File: config.mk
export PLATFORM = sky130hd
export DESIGN_NAME = control_sequencer
export DESIGN_NICKNAME = d
export VERILOG_FILES = /design/src/rtl/cpu_ctrl_pkg.sv /design/src/rtl/onehot_decoder.sv /design/src/rtl/control_sequencer.sv
export SDC_FILE = /design/constraint.sdc
export NUM_CORES = 1
export LEC_CHECK = 0
export BUFFER_PORTS_ARGS = -buffer_cell sky130_fd_sc_hd__clkbuf_2
export CAP_MARGIN = 30
export CORE_ASPECT_RATIO = 1.2
export CORE_MARGIN = 4
export CORE_UTILIZATION = 31
export DETAILED_ROUTE_END_ITERATION = 8
export HOLD_SLACK_MARGIN = 0.03
export PLACE_DENSITY = 0.56
export SYNTH_ARGS = -nofsm -noshare
export SYNTH_HDL_FRONTEND = slang
export SYNTH_HIERARCHICAL = 1
export SYNTH_SLANG_ARGS = --single-unit
File: constraint.sdc
create_clock -name Clock -period 3.6 [get_ports Clock]
set_clock_uncertainty 0.2 [all_clocks]
set_input_delay 0.36 -clock Clock [delete_from_list [all_inputs] [get_ports Clock]]
set_output_delay 0.36 -clock Clock [all_outputs]
set_load 0.01 [all_outputs]
File: src/rtl/cpu_ctrl_pkg.sv
`default_nettype none
// ============================================================================
// cpu_ctrl_pkg : states, opcodes, IR field positions and opcode classification
//                shared by the mini-CPU control sequencer.
// Revision     : 1.0
// ============================================================================
package cpu_ctrl_pkg;

    typedef enum logic [3:0] {
        S_IDLE = 4'd0,
        S_T0   = 4'd1,
        S_T1   = 4'd2,
        S_T2   = 4'd3,
        S_T3   = 4'd4,
        S_T4   = 4'd5,
        S_T5   = 4'd6,
        S_T6   = 4'd7,
        S_HALT = 4'd8
    } state_t;

    localparam logic [4:0] c_OP_ADD  = 5'd3;
    localparam logic [4:0] c_OP_SUB  = 5'd4;
    localparam logic [4:0] c_OP_AND  = 5'd5;
    localparam logic [4:0] c_OP_OR   = 5'd6;
    localparam logic [4:0] c_OP_SHR  = 5'd7;
    localparam logic [4:0] c_OP_SHL  = 5'd8;
    localparam logic [4:0] c_OP_ROR  = 5'd9;
    localparam logic [4:0] c_OP_ROL  = 5'd10;
    localparam logic [4:0] c_OP_ADDI = 5'd12;
    localparam logic [4:0] c_OP_ANDI = 5'd13;
    localparam logic [4:0] c_OP_ORI  = 5'd14;
    localparam logic [4:0] c_OP_MUL  = 5'd15;
    localparam logic [4:0] c_OP_DIV  = 5'd16;
    localparam logic [4:0] c_OP_NOP  = 5'd26;
    localparam logic [4:0] c_OP_HALT = 5'd27;

    localparam int c_IR_OP_LSB = 27;
    localparam int c_IR_RA_LSB = 23;
    localparam int c_IR_RB_LSB = 19;
    localparam int c_IR_RC_LSB = 15;

    function automatic logic is_reg_op(input logic [4:0] op);
        return (op >= c_OP_ADD) && (op <= c_OP_ROL);
    endfunction

    function automatic logic is_imm_op(input logic [4:0] op);
        return (op >= c_OP_ADDI) && (op <= c_OP_ORI);
    endfunction

    function automatic logic is_muldiv_op(input logic [4:0] op);
        return (op == c_OP_MUL) || (op == c_OP_DIV);
    endfunction

endpackage
`default_nettype wire

File: src/rtl/onehot_decoder.sv
`default_nettype none
// ============================================================================
// onehot_decoder : binary index plus enable to one-hot vector (zero if disabled)
// Revision       : 1.0
// ============================================================================
module onehot_decoder #(
    parameter int IDX_W = 4,
    parameter int COUNT = 16
) (
    input  logic [IDX_W-1:0] i_idx,
    input  logic             i_en,
    output logic [COUNT-1:0] o_onehot
);

    always_comb begin
        o_onehot = '0;
        if (i_en) begin
            o_onehot[i_idx] = 1'b1;
        end
    end

endmodule
`default_nettype wire

File: src/rtl/control_sequencer.sv
`default_nettype none
// ============================================================================
// control_sequencer : Moore control-step FSM (fetch T0-T2, execute T3-T6) for
//                     the mini CPU; CTRL_MULDIV_EN enables mul/div execution.
// Revision          : 1.0
// ============================================================================
module control_sequencer #(
    parameter int REG_COUNT   = 16,
    parameter int REG_IDX_W   = 4,
    parameter int OPCODE_W    = 5,
    parameter int MEM_TIMEOUT = 15
) (
    input  logic                 Clock,
    input  logic                 clear,
    input  logic                 run,
    input  logic                 mem_ready,
    input  logic [31:0]          IR,
    output logic                 PCout,
    output logic                 Zhighout,
    output logic                 Zlowout,
    output logic                 MDRout,
    output logic                 Cout,
    output logic                 MARin,
    output logic                 Zin,
    output logic                 PCin,
    output logic                 MDRin,
    output logic                 IRin,
    output logic                 Yin,
    output logic                 HIin,
    output logic                 LOin,
    output logic                 IncPC,
    output logic                 Read,
    output logic [REG_COUNT-1:0] Rout,
    output logic [REG_COUNT-1:0] Rin,
    output logic [OPCODE_W-1:0]  alu_op,
    output logic                 busy,
    output logic                 halted,
    output logic                 illegal,
    output logic                 mem_fault
);
    import cpu_ctrl_pkg::*;

`ifdef CTRL_MULDIV_EN
    localparam logic c_MULDIV_EN = 1'b1;
`else
    localparam logic c_MULDIV_EN = 1'b0;
`endif

    localparam int                c_WAIT_W  = $clog2(MEM_TIMEOUT + 1);
    localparam logic [c_WAIT_W-1:0] c_TIMEOUT = c_WAIT_W'(MEM_TIMEOUT);

    state_t                r_state, w_next;
    logic [OPCODE_W-1:0]   r_opcode;
    logic [REG_IDX_W-1:0]  r_ra, r_rb, r_rc;
    logic [c_WAIT_W-1:0]   r_wait;
    logic                  r_halted, r_illegal, r_fault;

    logic w_is_reg, w_is_imm, w_is_md, w_is_alu, w_exec, w_is_nop, w_is_halt, w_legal;
    logic w_timeout, w_end_state;
    logic w_rout_en, w_rin_en;
    logic [REG_IDX_W-1:0] w_rout_idx;
    logic w_unused;

    assign w_is_reg    = is_reg_op(r_opcode);
    assign w_is_imm    = is_imm_op(r_opcode);
    assign w_is_md     = c_MULDIV_EN && is_muldiv_op(r_opcode);
    assign w_is_alu    = w_is_reg || w_is_imm;
    assign w_exec      = w_is_alu || w_is_md;
    assign w_is_nop    = (r_opcode == c_OP_NOP);
    assign w_is_halt   = (r_opcode == c_OP_HALT);
    assign w_legal     = w_exec || w_is_nop || w_is_halt;
    assign w_timeout   = (r_wait == c_TIMEOUT);
    assign w_end_state = run ? S_T0 : S_IDLE;
    assign w_unused    = ^IR;

    always_comb begin
        w_next = r_state;
        case (r_state)
            S_IDLE: if (run) w_next = S_T0;
            S_T0:   w_next = S_T1;
            S_T1: begin
                // A ready arriving on the timeout cycle still wins.
                if (mem_ready)      w_next = S_T2;
                else if (w_timeout) w_next = S_HALT;
            end
            S_T2:   w_next = S_T3;
            S_T3: begin
                if (w_is_halt)   w_next = S_HALT;
                else if (w_exec) w_next = S_T4;
                else             w_next = state_t'(w_end_state);
            end
            S_T4:   w_next = S_T5;
            S_T5:   w_next = w_is_md ? S_T6 : state_t'(w_end_state);
            S_T6:   w_next = state_t'(w_end_state);
            S_HALT: w_next = S_HALT;
            default: w_next = S_IDLE;
        endcase
    end

    always_ff @(posedge Clock or negedge clear) begin
        if (!clear) begin
            r_state   <= S_IDLE;
            r_opcode  <= '0;
            r_ra      <= '0;
            r_rb      <= '0;
            r_rc      <= '0;
            r_wait    <= '0;
            r_halted  <= 1'b0;
            r_illegal <= 1'b0;
            r_fault   <= 1'b0;
        end else begin
            r_state <= w_next;
            if (r_state == S_T2) begin
                r_opcode <= IR[c_IR_OP_LSB +: OPCODE_W];
                r_ra     <= IR[c_IR_RA_LSB +: REG_IDX_W];
                r_rb     <= IR[c_IR_RB_LSB +: REG_IDX_W];
                r_rc     <= IR[c_IR_RC_LSB +: REG_IDX_W];
            end
            if (r_state == S_T1 && !mem_ready && !w_timeout) r_wait <= r_wait + 1'b1;
            else                                             r_wait <= '0;
            if (w_next == S_HALT) r_halted <= 1'b1;
            if (r_state == S_T1 && !mem_ready && w_timeout) r_fault <= 1'b1;
            if (r_state == S_T3 && !w_legal) r_illegal <= 1'b1;
        end
    end

    always_comb begin
        PCout = 1'b0; Zhighout = 1'b0; Zlowout = 1'b0; MDRout = 1'b0; Cout = 1'b0;
        MARin = 1'b0; Zin = 1'b0; PCin = 1'b0; MDRin = 1'b0; IRin = 1'b0;
        Yin = 1'b0; HIin = 1'b0; LOin = 1'b0; IncPC = 1'b0; Read = 1'b0;
        alu_op     = '0;
        w_rout_en  = 1'b0;
        w_rout_idx = r_rc;
        w_rin_en   = 1'b0;
        case (r_state)
            S_T0: begin
                PCout = 1'b1; MARin = 1'b1; IncPC = 1'b1; Zin = 1'b1;
            end
            S_T1: begin
                // PC is loaded only on the first T1 cycle of a memory wait.
                Zlowout = 1'b1; Read = 1'b1; MDRin = 1'b1;
                PCin    = (r_wait == '0);
            end
            S_T2: begin
                MDRout = 1'b1; IRin = 1'b1;
            end
            S_T3: begin
                Yin        = 1'b1;
                w_rout_en  = 1'b1;
                w_rout_idx = r_rb;
            end
            S_T4: begin
                Zin       = 1'b1;
                alu_op    = r_opcode;
                Cout      = w_is_imm;
                w_rout_en = !w_is_imm;
            end
            S_T5: begin
                Zlowout  = 1'b1;
                w_rin_en = w_is_alu;
                LOin     = w_is_md;
            end
            S_T6: begin
                Zhighout = c_MULDIV_EN;
                HIin     = c_MULDIV_EN;
            end
            default: ;
        endcase
    end

    assign busy      = (r_state != S_IDLE) && (r_state != S_HALT);
    assign halted    = r_halted;
    assign illegal   = r_illegal;
    assign mem_fault = r_fault;

    onehot_decoder #(.IDX_W(REG_IDX_W), .COUNT(REG_COUNT)) u_rout_dec (
        .i_idx    (w_rout_idx),
        .i_en     (w_rout_en),
        .o_onehot (Rout)
    );

    onehot_decoder #(.IDX_W(REG_IDX_W), .COUNT(REG_COUNT)) u_rin_dec (
        .i_idx    (r_ra),
        .i_en     (w_rin_en),
        .o_onehot (Rin)
    );

endmodule
`default_nettype wire
==> results by stage <==
Synth:
- The number of storage elements in the synthesis netlist is 28.
- The average footprint of a synthesized cell is 9.49 µm².
- The unique cell type count in the Yosys netlist is 37.
- Of the synthesized area, sequential elements account for 0.422.
- Counting every instance in the synthesized netlist gives 175.
- The share of synthesized area in the top cell type comes to 0.422.
- The cell taking the most area after synthesis is dfrtp_1.
- Sorting the synthesized cells by area gives the leading types as dfrtp_1 (42%), mux2_2 (14%), nor2_1 (7.9%), buf_4 (3.6%), nor3_1 (3.0%).
- The area of the mapped netlist is 1660 µm².
- The synthesis warning total is 6.

Setup path:
- The cell class contributing the biggest share of worst-path delay is simple AND/OR/NAND/NOR gates.
- By startpoint and endpoint, the worst setup path is classified as reg -> out.
- On the worst path, the slowest cell contributes a delay of around 470 ps.
- The largest individual stage delay along the critical path comes from the cell dfrtp_1.
- The launching element type of the critical path is a flip-flop.
- Together, buffers and inverters on the worst path number 1.
- At the worst endpoint, the arrival time is 2510 ps.
- The signal on the critical path passes through nand2b_1 > nor3_4 > mux2_2 > or3b_4 > nor3_2 > clkbuf_2.
- The critical path endpoint category is an output port.
- Of all nets on the critical path, the largest fanout is 9.
- The required time of the critical path is 3040 ps.

Power and ir drop:
- The design draws 0.00142 W.
- In this run the static leakage power is between 1 and 1.5 nW.
- Dividing total power by cell area gives a power density of around 670 nW/µm².
- The worst-case IR drop observed on VDD is 0.000249 V.

Die:
- The die height is slightly below 90 µm.
- 92 I/O pins were placed.
- The die covers 6600 µm².
- For this configuration, the core starts out at a cell density of 0.329.
- The region available for standard cell placement spans just over 5000 µm².
- The die is 74.8 µm wide.
- The number of rows created at floorplan is 28.

STA:
- For this run, the top clock speed supported by timing is around 330 MHz.
- The final setup violation count is 0.
- The final sum of negative setup slack is 0 ps.
- In the finished design, the share of the clock period the worst path needs comes to 0.852.
- The clock period could shrink to between 3000 and 4000 ps.
- The headroom to the max-slew limit is 0.540.
- The number of hold violations in the final report is 0.
- At the pin with the least slew margin, the transition time is 690 ps.
- Setup repair after global routing left no endpoint under its margin.
- The number of max-slew violations in the final report came to 0.

Final layout:
- The share of layout cells above drive strength 1 is 0.449.
- 0 antenna diodes ended up in the layout.
- From synthesis to final layout, the design area changed by 28.1%.
- The net count of the finished layout is 284.

GRT:
- The first global-routing pass estimated 6180 µm of wire.
- The via count of the first global-routing pass came to about 1,400.
- The maximum number of pins on one net before global-route repair is 29.
- The initial antenna violation count was 0.
- After global routing the overflow that remains totals 0.
- The all-layer global routing usage is 0.119.

Routing:
- The per-cell routed wire length is 12.8 µm.
- The first routing iteration left 26 violations.
- Detailed routing inserted a total of about 1,400 vias.
- In the routed layout, each cell is associated on average with a via count of 4.68.
- After detailed routing, the total wire length is 3900 µm.
- After detailed routing, the number of remaining DRC violations is 0.
- The remaining antenna violation count after routing is 0.
- Before antenna repair, the detailed router went through 4 iterations.

Placed design:
- The routability congestion estimate from global placement is 0.743.
- During placement, the flow inserted port buffers numbering 73.
- Once detailed placement completed, the half-perimeter wirelength came to 3060 µm.

CTS:
- The clock transition at the registers of the reported paths is about 100 ps.
- CTS built an H-tree with a depth of 1.
- The clock tree root buffer cell is clkbuf_8.
- The insertion delay of the later-clocked pin in the worst-skew pair is 270 ps.
- The clock tree from TritonCTS is done.
- Post-CTS timing repair inserted 0 buffers for setup.
- Clock tree synthesis inserted a total of 3 buffers.
- The clock passes through at most 2 buffers.
- The sink count of the clock tree is 28.

Run:
- The tool flagged a number of max-cap violations equal to 0.

Worst hold path:
- The kind of path behind the tightest hold check is in -> reg.

Status:
- The flow ran to the end, and the final reports show no timing, DRC or antenna violations.
-- registers in the layout (all words and copies together) (netlist names) --
name       cells
halted         1
illegal        1
mem_fault      1
r_opcode       5
r_ra           4
r_rb           4
r_rc           4
r_state        4
r_wait         4
-- repair_timing --
action                                 4_1_cts  5_1_grt
endpoints found under the hold margin       28        0
hold buffers                                 1        0
gates resized for setup                      0        0
-- routing by layer --
| layer | vias up | global-route usage | routed length (µm) |
|---|---|---|---|
| met2 | 45 | 0.189 | 1830 |
| met1 | 656 | 0.158 | 1720 |
| met3 | 2 | 0.0299 | 319 |
| met4 | 0 | 0.0388 | 31 |
| li1 | 723 | - | - |
| met5 | - | 0 | 0 |
-- metrics by stage --
step	worst slack [ps]	util	hold slack [ps]	instances	cell area [µm²]
2_1_floorplan	1070	-	-136	177	1670
3_3_place_gp	809	0.406	248	300	2050
3_5_place_dp	827	0.406	245	300	2050
4_1_cts	503	0.422	94.1	305	2130
5_1_grt	396	0.422	101	305	2130
6_report	534	0.422	87.2	305	2130
-- layout by cell type, fill, tap and decap left out, types with 2 or more instances in the layout --
cell      count
mux2_2       21
nand3_1       5
a311oi_1      2
inv_1         6
o21ai_0       2
a21oi_1       3
clkbuf_2     73
nor3_1        9
nor3_2        4
clkbuf_8      3
ha_1          2
conb_1        3
nand3b_1      4
and2_1        6
nor2_1       35
nand2b_1      7
dfrtp_1      28
or2_2         2
nand2_1       8
or3b_4        2
-- path summary, 6_finish.rpt --
kind,startpoint,to,slack (ps),cells past startpoint
hold / removal,IR[30],r_opcode[3],90,3
max in group asynchronous,clear,r_state[0],2300,2
setup / recovery,r_state[3],Rout[0],530,6
min in group asynchronous,clear,r_opcode[1],460,2
setup reg to reg,r_state[3],r_state[0],1650,4
hold reg to reg,mem_fault,mem_fault,280,1
-- where the power goes --
| group | total (W) | switching, W | internal (W) |
|---|---|---|---|
| clock | 0.000247 | 0.0000984 | 0.000149 |
| combinational | 0.000602 | 0.000315 | 0.000287 |
| sequential | 0.000575 | 0.000138 | 0.000437 |
| total | 0.00142 | 0.000552 | 0.000873 |
-- kinds of logic after synthesis --
family	after synthesis	synth area share
and+or+nand+nor	91	0.295
DFF	28	0.422
muxes	21	0.142
buffers and inverters	17	0.0587
AOI/OAI and AO/OA	13	0.0542
adders and majority gates	2	0.0151
xor gates and xnor gates	2	0.0105
other	1	0.00226
-- cells in the mapped netlist (all sizes together) --
master	instances
a21o	1
a21oi	3
a311oi	2
a31oi	1
and2	6
and3	1
and3b	1
buf	11
conb	1
dfrtp	28
ha	2
inv	6
mux2	21
nand2	8
nand2b	7
nand3	5
nand3b	4
nor2	36
nor3	14
nor4	1
nor4b	1
o21ai	2
o21bai	2
o22ai	1
o311ai	1
or2	2
or3	1
or3b	3
or4b	1
xnor2	1
xor2	1
-- tightest hold or removal path: stages --
cell and delay, ps:
clkbuf_2 80, nand2_1 40, o21ai_0 60
-- cell type report --
class                      count  area [µm²]
clock inverter                 1        30.0
clock buffer                   3        41.3
tap                           60        75.1
multi-input combinational    132         876
timing repair buffer          75         383
fill                         543        2920
sequential                    28         701
inverter                       6        22.5
No activity file was read; power rests on OpenSTA's default activity.
